[src/rtl/cache_port_scheduler.sv]
// Shares the single L2 line port between the I-cache and D-cache miss paths.
// I-cache has priority; a saturating starvation counter forces a D-cache grant.
module cache_port_scheduler #(
  parameter int unsigned STARVE_LIMIT = 4
) (
  input  logic         clk,
  input  logic         rst_n,
  input  logic [31:0]  ipmem_address,
  input  logic         ipmem_read,
  input  logic         ipmem_write,
  input  logic [255:0] ipmem_wdata,
  output logic [255:0] ipmem_rdata,
  output logic         ipmem_resp,
  input  logic [31:0]  dpmem_address,
  input  logic         dpmem_read,
  input  logic         dpmem_write,
  input  logic [255:0] dpmem_wdata,
  output logic [255:0] dpmem_rdata,
  output logic         dpmem_resp,
  output logic [31:0]  l2mem_address,
  output logic         l2mem_read,
  output logic         l2mem_write,
  output logic [255:0] l2mem_wdata,
  input  logic [255:0] l2mem_rdata,
  input  logic         l2mem_resp,
  output logic         busy
);

  localparam int unsigned AW = 32;
  localparam int unsigned LW = 256;
  localparam int unsigned CW = 4;

  typedef enum logic [1:0] {IDLE, GRANT_I, GRANT_D, RESP} state_e;

  state_e        state_q, state_d;
  logic [CW-1:0] starve_q, starve_d;
  logic [AW-1:0] addr_q, addr_d;
  logic [LW-1:0] wdata_q, wdata_d;
  logic          rd_q, rd_d;
  logic          wr_q, wr_d;
  logic [LW-1:0] irdata_q, irdata_d;
  logic [LW-1:0] drdata_q, drdata_d;
  logic          iresp_q, iresp_d;
  logic          dresp_q, dresp_d;
  logic          busy_q, busy_d;
  logic          i_req, d_req;

  assign i_req = ipmem_read | ipmem_write;
  assign d_req = dpmem_read | dpmem_write;

  always_ff @(posedge clk) begin
    if (!rst_n) begin
      state_q  <= IDLE;
      starve_q <= '0;
      addr_q   <= '0;
      wdata_q  <= '0;
      rd_q     <= 1'b0;
      wr_q     <= 1'b0;
      irdata_q <= '0;
      drdata_q <= '0;
      iresp_q  <= 1'b0;
      dresp_q  <= 1'b0;
      busy_q   <= 1'b0;
    end else begin
      state_q  <= state_d;
      starve_q <= starve_d;
      addr_q   <= addr_d;
      wdata_q  <= wdata_d;
      rd_q     <= rd_d;
      wr_q     <= wr_d;
      irdata_q <= irdata_d;
      drdata_q <= drdata_d;
      iresp_q  <= iresp_d;
      dresp_q  <= dresp_d;
      busy_q   <= busy_d;
    end
  end

  // Arbitration, L2 handshake and response generation.
  always_comb begin
    state_d  = state_q;
    starve_d = starve_q;
    addr_d   = addr_q;
    wdata_d  = wdata_q;
    rd_d     = rd_q;
    wr_d     = wr_q;
    irdata_d = irdata_q;
    drdata_d = drdata_q;
    iresp_d  = 1'b0;
    dresp_d  = 1'b0;
    unique case (state_q)
      IDLE: begin
        if (d_req && (!i_req || (starve_q == CW'(STARVE_LIMIT)))) begin
          state_d  = GRANT_D;
          addr_d   = dpmem_address;
          wdata_d  = dpmem_wdata;
          wr_d     = dpmem_write;
          rd_d     = dpmem_read & ~dpmem_write;
          starve_d = '0;
        end else if (i_req) begin
          state_d = GRANT_I;
          addr_d  = ipmem_address;
          wdata_d = ipmem_wdata;
          wr_d    = ipmem_write;
          rd_d    = ipmem_read & ~ipmem_write;
          if (d_req && (starve_q != {CW{1'b1}})) begin
            starve_d = starve_q + CW'(1);
          end
        end
      end
      GRANT_I, GRANT_D: begin
        if (l2mem_resp) begin
          state_d = RESP;
          rd_d    = 1'b0;
          wr_d    = 1'b0;
          if (state_q == GRANT_I) begin
            iresp_d = 1'b1;
            if (rd_q) irdata_d = l2mem_rdata;
          end else begin
            dresp_d = 1'b1;
            if (rd_q) drdata_d = l2mem_rdata;
          end
        end
      end
      RESP: begin
        // Forced IDLE cycle: a request still visible during resp is not re-served.
        state_d = IDLE;
      end
      default: state_d = IDLE;
    endcase
    busy_d = (state_d != IDLE);
  end

  assign ipmem_rdata   = irdata_q;
  assign ipmem_resp    = iresp_q;
  assign dpmem_rdata   = drdata_q;
  assign dpmem_resp    = dresp_q;
  assign l2mem_address = addr_q;
  assign l2mem_read    = rd_q;
  assign l2mem_write   = wr_q;
  assign l2mem_wdata   = wdata_q;
  assign busy          = busy_q;

endmodule

[config.mk]
export PLATFORM = sky130hd
export DESIGN_NAME = cache_port_scheduler
export DESIGN_NICKNAME = d
export VERILOG_FILES = /design/src/rtl/cache_port_scheduler.sv
export SDC_FILE = /design/constraint.sdc
export NUM_CORES = 2
export LEC_CHECK = 0
export CAP_MARGIN = 0
export CORE_AREA = 2 2 631 633
export CTS_BUF_LIST = sky130_fd_sc_hd__clkbuf_8
export DETAILED_ROUTE_END_ITERATION = 6
export DIE_AREA = 0 0 633 635
export MAX_ROUTING_LAYER = met4
export SYNTH_ARGS = -nofsm -noshare
export SYNTH_HDL_FRONTEND = slang
export SYNTH_SLANG_ARGS = --single-unit
[constraint.sdc]
create_clock -name clk -period 2.1 [get_ports clk]
set_clock_uncertainty 0.1 [all_clocks]
set_input_delay 0.63 -clock clk [delete_from_list [all_inputs] [get_ports clk]]
set_output_delay 0.63 -clock clk [all_outputs]
set_load 0.02 [all_outputs]
==> flow_results.xml <==
<?xml version="1.0" encoding="UTF-8"?>
<metrics>
  <group name="floorplan">
    <metric name="core.rowCount" unit="">231</metric>
    <metric name="floorplan.die_area" unit="um2">402000</metric>
    <metric name="dieHeight" unit="um">635</metric>
    <metric name="start_util" unit="%">7.63</metric>
    <metric name="core" unit="um2">395000</metric>
    <metric name="dieWidth" unit="um">633</metric>
    <metric name="design.portCount" unit="">1644</metric>
  </group>
  <group name="logic_synthesis">
    <metric name="synth.ff_latch_count" unit="">811</metric>
    <metric name="synthesized_net_count" unit="">4749</metric>
    <metric name="seq_total_area_yosys" unit="%">53.9</metric>
    <metric name="ys_top_cells_by_area" unit="">sky130_fd_sc_hd__dfxtp_1, sky130_fd_sc_hd__nand2_1, sky130_fd_sc_hd__a21oi_1</metric>
    <metric name="synth_async_sr_flop_share" unit="%">0</metric>
    <metric name="syn-cell-area" unit="um2">30100</metric>
    <metric name="yosysTopAreaCellShare" unit="%">53.9</metric>
    <metric name="post_synth_num_cell_types" unit="">37</metric>
    <metric name="cell_with_the_most_instances_after_synthesis" unit="">sky130_fd_sc_hd__nand2_1</metric>
    <metric name="synth-edff-count" unit="">0</metric>
    <metric name="synth_warnings" unit="">0</metric>
    <metric name="synth.top_cells.by_count" unit="">sky130_fd_sc_hd__nand2_1, sky130_fd_sc_hd__dfxtp_1, sky130_fd_sc_hd__a21oi_1, sky130_fd_sc_hd__a31oi_1, sky130_fd_sc_hd__o21ai_1</metric>
    <metric name="synth.largest_area_cell" unit="">sky130_fd_sc_hd__dfxtp_1</metric>
    <metric name="post_synthesis_area_per_instance" unit="um2">7.72</metric>
    <metric name="ys_dominant_reg_cell" unit="">sky130_fd_sc_hd__dfxtp_1</metric>
    <metric name="syn-instance-count" unit="">3903</metric>
  </group>
  <group name="timing">
    <metric name="hold_viol" unit="">0</metric>
    <metric name="final_max_slew_viol_count" unit="">0</metric>
    <metric name="setup-violations-final" unit="">715</metric>
    <metric name="final_min_period_over_clock_period" unit="%">109</metric>
    <metric name="fin_worst_hold_slack" unit="ps">111</metric>
    <metric name="final.setup.worst_slack" unit="ps">-193</metric>
    <metric name="post-route-min-period" unit="ps">2290</metric>
    <metric name="unrepaired_setup_endpoints_after_global_routing" unit="">true</metric>
    <metric name="timing.max_slew.rel_slack" unit="%">58.8</metric>
    <metric name="actual_transition_at_the_worst_max_transition_pin" unit="ps">618</metric>
    <metric name="achievable-frequency" unit="GHz">0.436</metric>
  </group>
  <group name="power_and_ir_drop">
    <metric name="sequentialPowerShare" unit="%">36.6</metric>
    <metric name="internal_power_contribution" unit="mW">32.6</metric>
    <metric name="clock_power_share" unit="%">35.4</metric>
    <metric name="leakage" unit="nW">24.5</metric>
    <metric name="power.ir.vdd_worst" unit="mV">0.465</metric>
    <metric name="combinationalPowerShare" unit="%">28.1</metric>
    <metric name="share_of_total_power_consumed_by_net_switching" unit="%">34.4</metric>
    <metric name="finalPower" unit="mW">49.7</metric>
    <metric name="power_switching" unit="mW">17.1</metric>
    <metric name="power_density" unit="nW/um2">747</metric>
  </group>
  <group name="clocking">
    <metric name="worst_skew_pair.late_latency" unit="ps">980</metric>
    <metric name="clk_transition_reported_paths" unit="ps">60</metric>
    <metric name="ctsRootBufferMaster" unit="">sky130_fd_sc_hd__clkbuf_8</metric>
    <metric name="number_of_buffers_created_by_cts" unit="">164</metric>
    <metric name="cts.htree.levels" unit="">4</metric>
    <metric name="cts.path.max_buffers" unit="">4</metric>
    <metric name="clock-sinks" unit="">811</metric>
    <metric name="cts_tree" unit="">done</metric>
  </group>
  <group name="global_routing">
    <metric name="vias_in_the_first_global_route" unit="">36400</metric>
    <metric name="gr-total-overflow" unit="">0</metric>
    <metric name="number_of_antenna_violations_at_the_first_check_in_global_routing" unit="">301</metric>
    <metric name="track_usage" unit="%">17.4</metric>
    <metric name="grt_max_degree" unit="">58</metric>
    <metric name="grt_first_pass_wirelength" unit="um">433000</metric>
  </group>
  <group name="worst_setup_path">
    <metric name="reg2reg_slack" unit="ps">40</metric>
    <metric name="timing.critical_path.slowest_stage_cell" unit="">sky130_fd_sc_hd__dfxtp_4</metric>
    <metric name="crit_path_end_kind" unit="">primary output</metric>
    <metric name="critical_path_required" unit="ps">1370</metric>
    <metric name="critical_path.top_delay_family" unit="">flip-flops</metric>
    <metric name="crit_path_max_incr_delay" unit="ps">400</metric>
    <metric name="critPathBufInv" unit="">1</metric>
    <metric name="criticalPathCategory" unit="">flip-flop to primary output</metric>
    <metric name="worstRegToRegCells" unit="">10</metric>
    <metric name="path_cells" unit="">buf_12</metric>
    <metric name="critPathArrivalTime" unit="ps">1560</metric>
    <metric name="r2r_start" unit="">starve_q[0]</metric>
    <metric name="worstSetupStartpointType" unit="">flip-flop</metric>
    <metric name="critPathMaxFanout" unit="">2</metric>
    <metric name="r2r-end" unit="">l2mem_wdata[22]</metric>
  </group>
  <group name="routing">
    <metric name="detail-route-antenna-nets" unit="">0</metric>
    <metric name="drc" unit="">0</metric>
    <metric name="via_count" unit="">39100</metric>
    <metric name="drt-pass1-iter-count" unit="">6</metric>
    <metric name="totalWireLength" unit="um">362000</metric>
    <metric name="wire_per_inst" unit="um">31.4</metric>
    <metric name="first_iter_violations" unit="">3445</metric>
    <metric name="detail_route.vias_per_cell" unit="">3.39</metric>
  </group>
  <group name="worst_hold_path">
    <metric name="hp-class" unit="">primary input to flip-flop</metric>
    <metric name="hold-path-cell-count" unit="">3</metric>
    <metric name="holdCritStartpoint" unit="">dpmem_wdata[229]</metric>
    <metric name="worst_hold_path.endpoint" unit="">l2mem_wdata[229]</metric>
  </group>
  <group name="place">
    <metric name="dp_worst_slack" unit="ps">-948</metric>
    <metric name="placement.cell_area" unit="um2">55200</metric>
    <metric name="port-buffer-count" unit="">1643</metric>
    <metric name="routabilityCongestion" unit="">1.02</metric>
    <metric name="hpwl" unit="um">313000</metric>
  </group>
  <group name="cells_and_area">
    <metric name="finalNetCount" unit="">6874</metric>
    <metric name="layout.core_utilization" unit="%">16.8</metric>
    <metric name="area_of_all_placed_cells_without_fillers" unit="um2">66400</metric>
    <metric name="final_layout_size_suffix_gt1_share" unit="%">38.0</metric>
    <metric name="layout_overhead_on_the_synthesized_area" unit="%">121</metric>
  </group>
  <group name="status">
    <metric name="run_status" unit="">finished, violations left</metric>
    <metric name="violations_in_the_final_reports" unit="">setup timing</metric>
  </group>
  <group name="flow_run">
    <metric name="maxCapViolations" unit="">0</metric>
  </group>
</metrics>
==> kinds of logic (layout without fill, tap and decap cells) <==
group / after synthesis / count (layout) / synth area share (%)
simple gates: 1629 / 1629 / 20.4
compound gates: 1114 / 1114 / 19.8
flops: 811 / 811 / 53.9
buf+inv: 341 / 2575 / 5.49
fa+ha+maj: 7 / 7 / 0.291
mux: 1 / 1 / 0.0332
other cells: 0 / 158 / 0
==> layout by cell type, fill, tap and decap left out, types with 126 or more instances in the layout <==
| master | synthesis | final |
|---|---|---|
| sky130_fd_sc_hd__buf_6 | 22 | 579 |
| sky130_fd_sc_hd__o21ai_1 | 253 | 253 |
| sky130_fd_sc_hd__a31oi_1 | 289 | 289 |
| sky130_fd_sc_hd__dlygate4sd3_1 | 0 | 185 |
| sky130_fd_sc_hd__buf_4 | 6 | 332 |
| sky130_fd_sc_hd__clkbuf_8 | 0 | 194 |
| sky130_fd_sc_hd__buf_12 | 0 | 239 |
| sky130_fd_sc_hd__diode_2 | 0 | 158 |
| sky130_fd_sc_hd__nand2_1 | 1607 | 1594 |
| sky130_fd_sc_hd__a21oi_1 | 516 | 515 |
| sky130_fd_sc_hd__dfxtp_4 | 0 | 126 |
| sky130_fd_sc_hd__dfxtp_2 | 0 | 683 |
| sky130_fd_sc_hd__clkdlybuf4s50_1 | 0 | 837 |
==> what timing repair did <==
action | 4_1_cts | 5_1_grt
hold endpoints to repair | 283 | 0
setup endpoints to repair | 1030 | 1284
buffers inserted | 81 | 124
hold buffers | 185 | 0
gates resized for setup | 4590 | 144
cloned | 0 | 24
pin swaps | 0 | 21
==> sequential cells by signal, summed over array words and instances, names as in the netlist <==
name / flops
dpmem_rdata: 256
l2mem_write: 1
l2mem_address: 32
busy: 1
ipmem_rdata: 256
starve_q: 4
dpmem_resp: 1
state_q: 2
l2mem_read: 1
l2mem_wdata: 256
ipmem_resp: 1
==> layer usage <==
layer / up-vias / global-route usage, % / share of wire, %
li1: 17600 / - / -
met1: 18600 / 19.6 / 39
met2: 2330 / 26.4 / 43
met3: 625 / 9.54 / 14
met4: 0 / 4.75 / 3.4
met5: - / - / 0
==> worst max-delay path by stage <==
stage / depth (start not counted) / end / slack [ps] / startpoint
2_1_floorplan: 7 / dpmem_rdata[215] / 220 / state_q[0]
3_3_place_gp: 7 / l2mem_wdata[211] / -940 / ipmem_read
3_5_place_dp: 7 / l2mem_wdata[22] / -950 / ipmem_read
4_1_cts: 1 / l2mem_wdata[14] / -360 / l2mem_wdata[14]
5_1_grt: 1 / l2mem_wdata[14] / -280 / l2mem_wdata[14]
6_report: 1 / l2mem_wdata[22] / -190 / l2mem_wdata[22]
==> layout make-up <==
cell class / instances / area [um2]
Inverter: 9 / 41.3
Multi-Input combinational cell: 2751 / 12300
Fill cell: 44600 / 328000
Sequential cell: 811 / 17600
Clock buffer: 194 / 2670
Clock inverter: 81 / 609
Tap cell: 5242 / 6560
Timing Repair Buffer: 2291 / 26200
Antenna cell: 158 / 395
==> power by group through the flow <==
stage	combinational (mW)	sequential (mW)	clock [mW]
after floorplan	2.60	18.7	0
after detailed placement	12.0	18.0	0
final	13.9	18.2	17.6
after CTS	13.2	18.2	18.2
after global placement	12.0	18.0	0
after global routing	14.6	18.2	18.7
==> metrics by stage <==
stage / instances / TNS, ps
2_1_floorplan: 3903 / 0
3_3_place_gp: 10700 / -346530
5_1_grt: 11500 / -144650
4_1_cts: 11200 / -199390
6_report: 11500 / -50990
3_5_place_dp: 10700 / -368900
No activity file was read; power rests on OpenSTA's default activity.
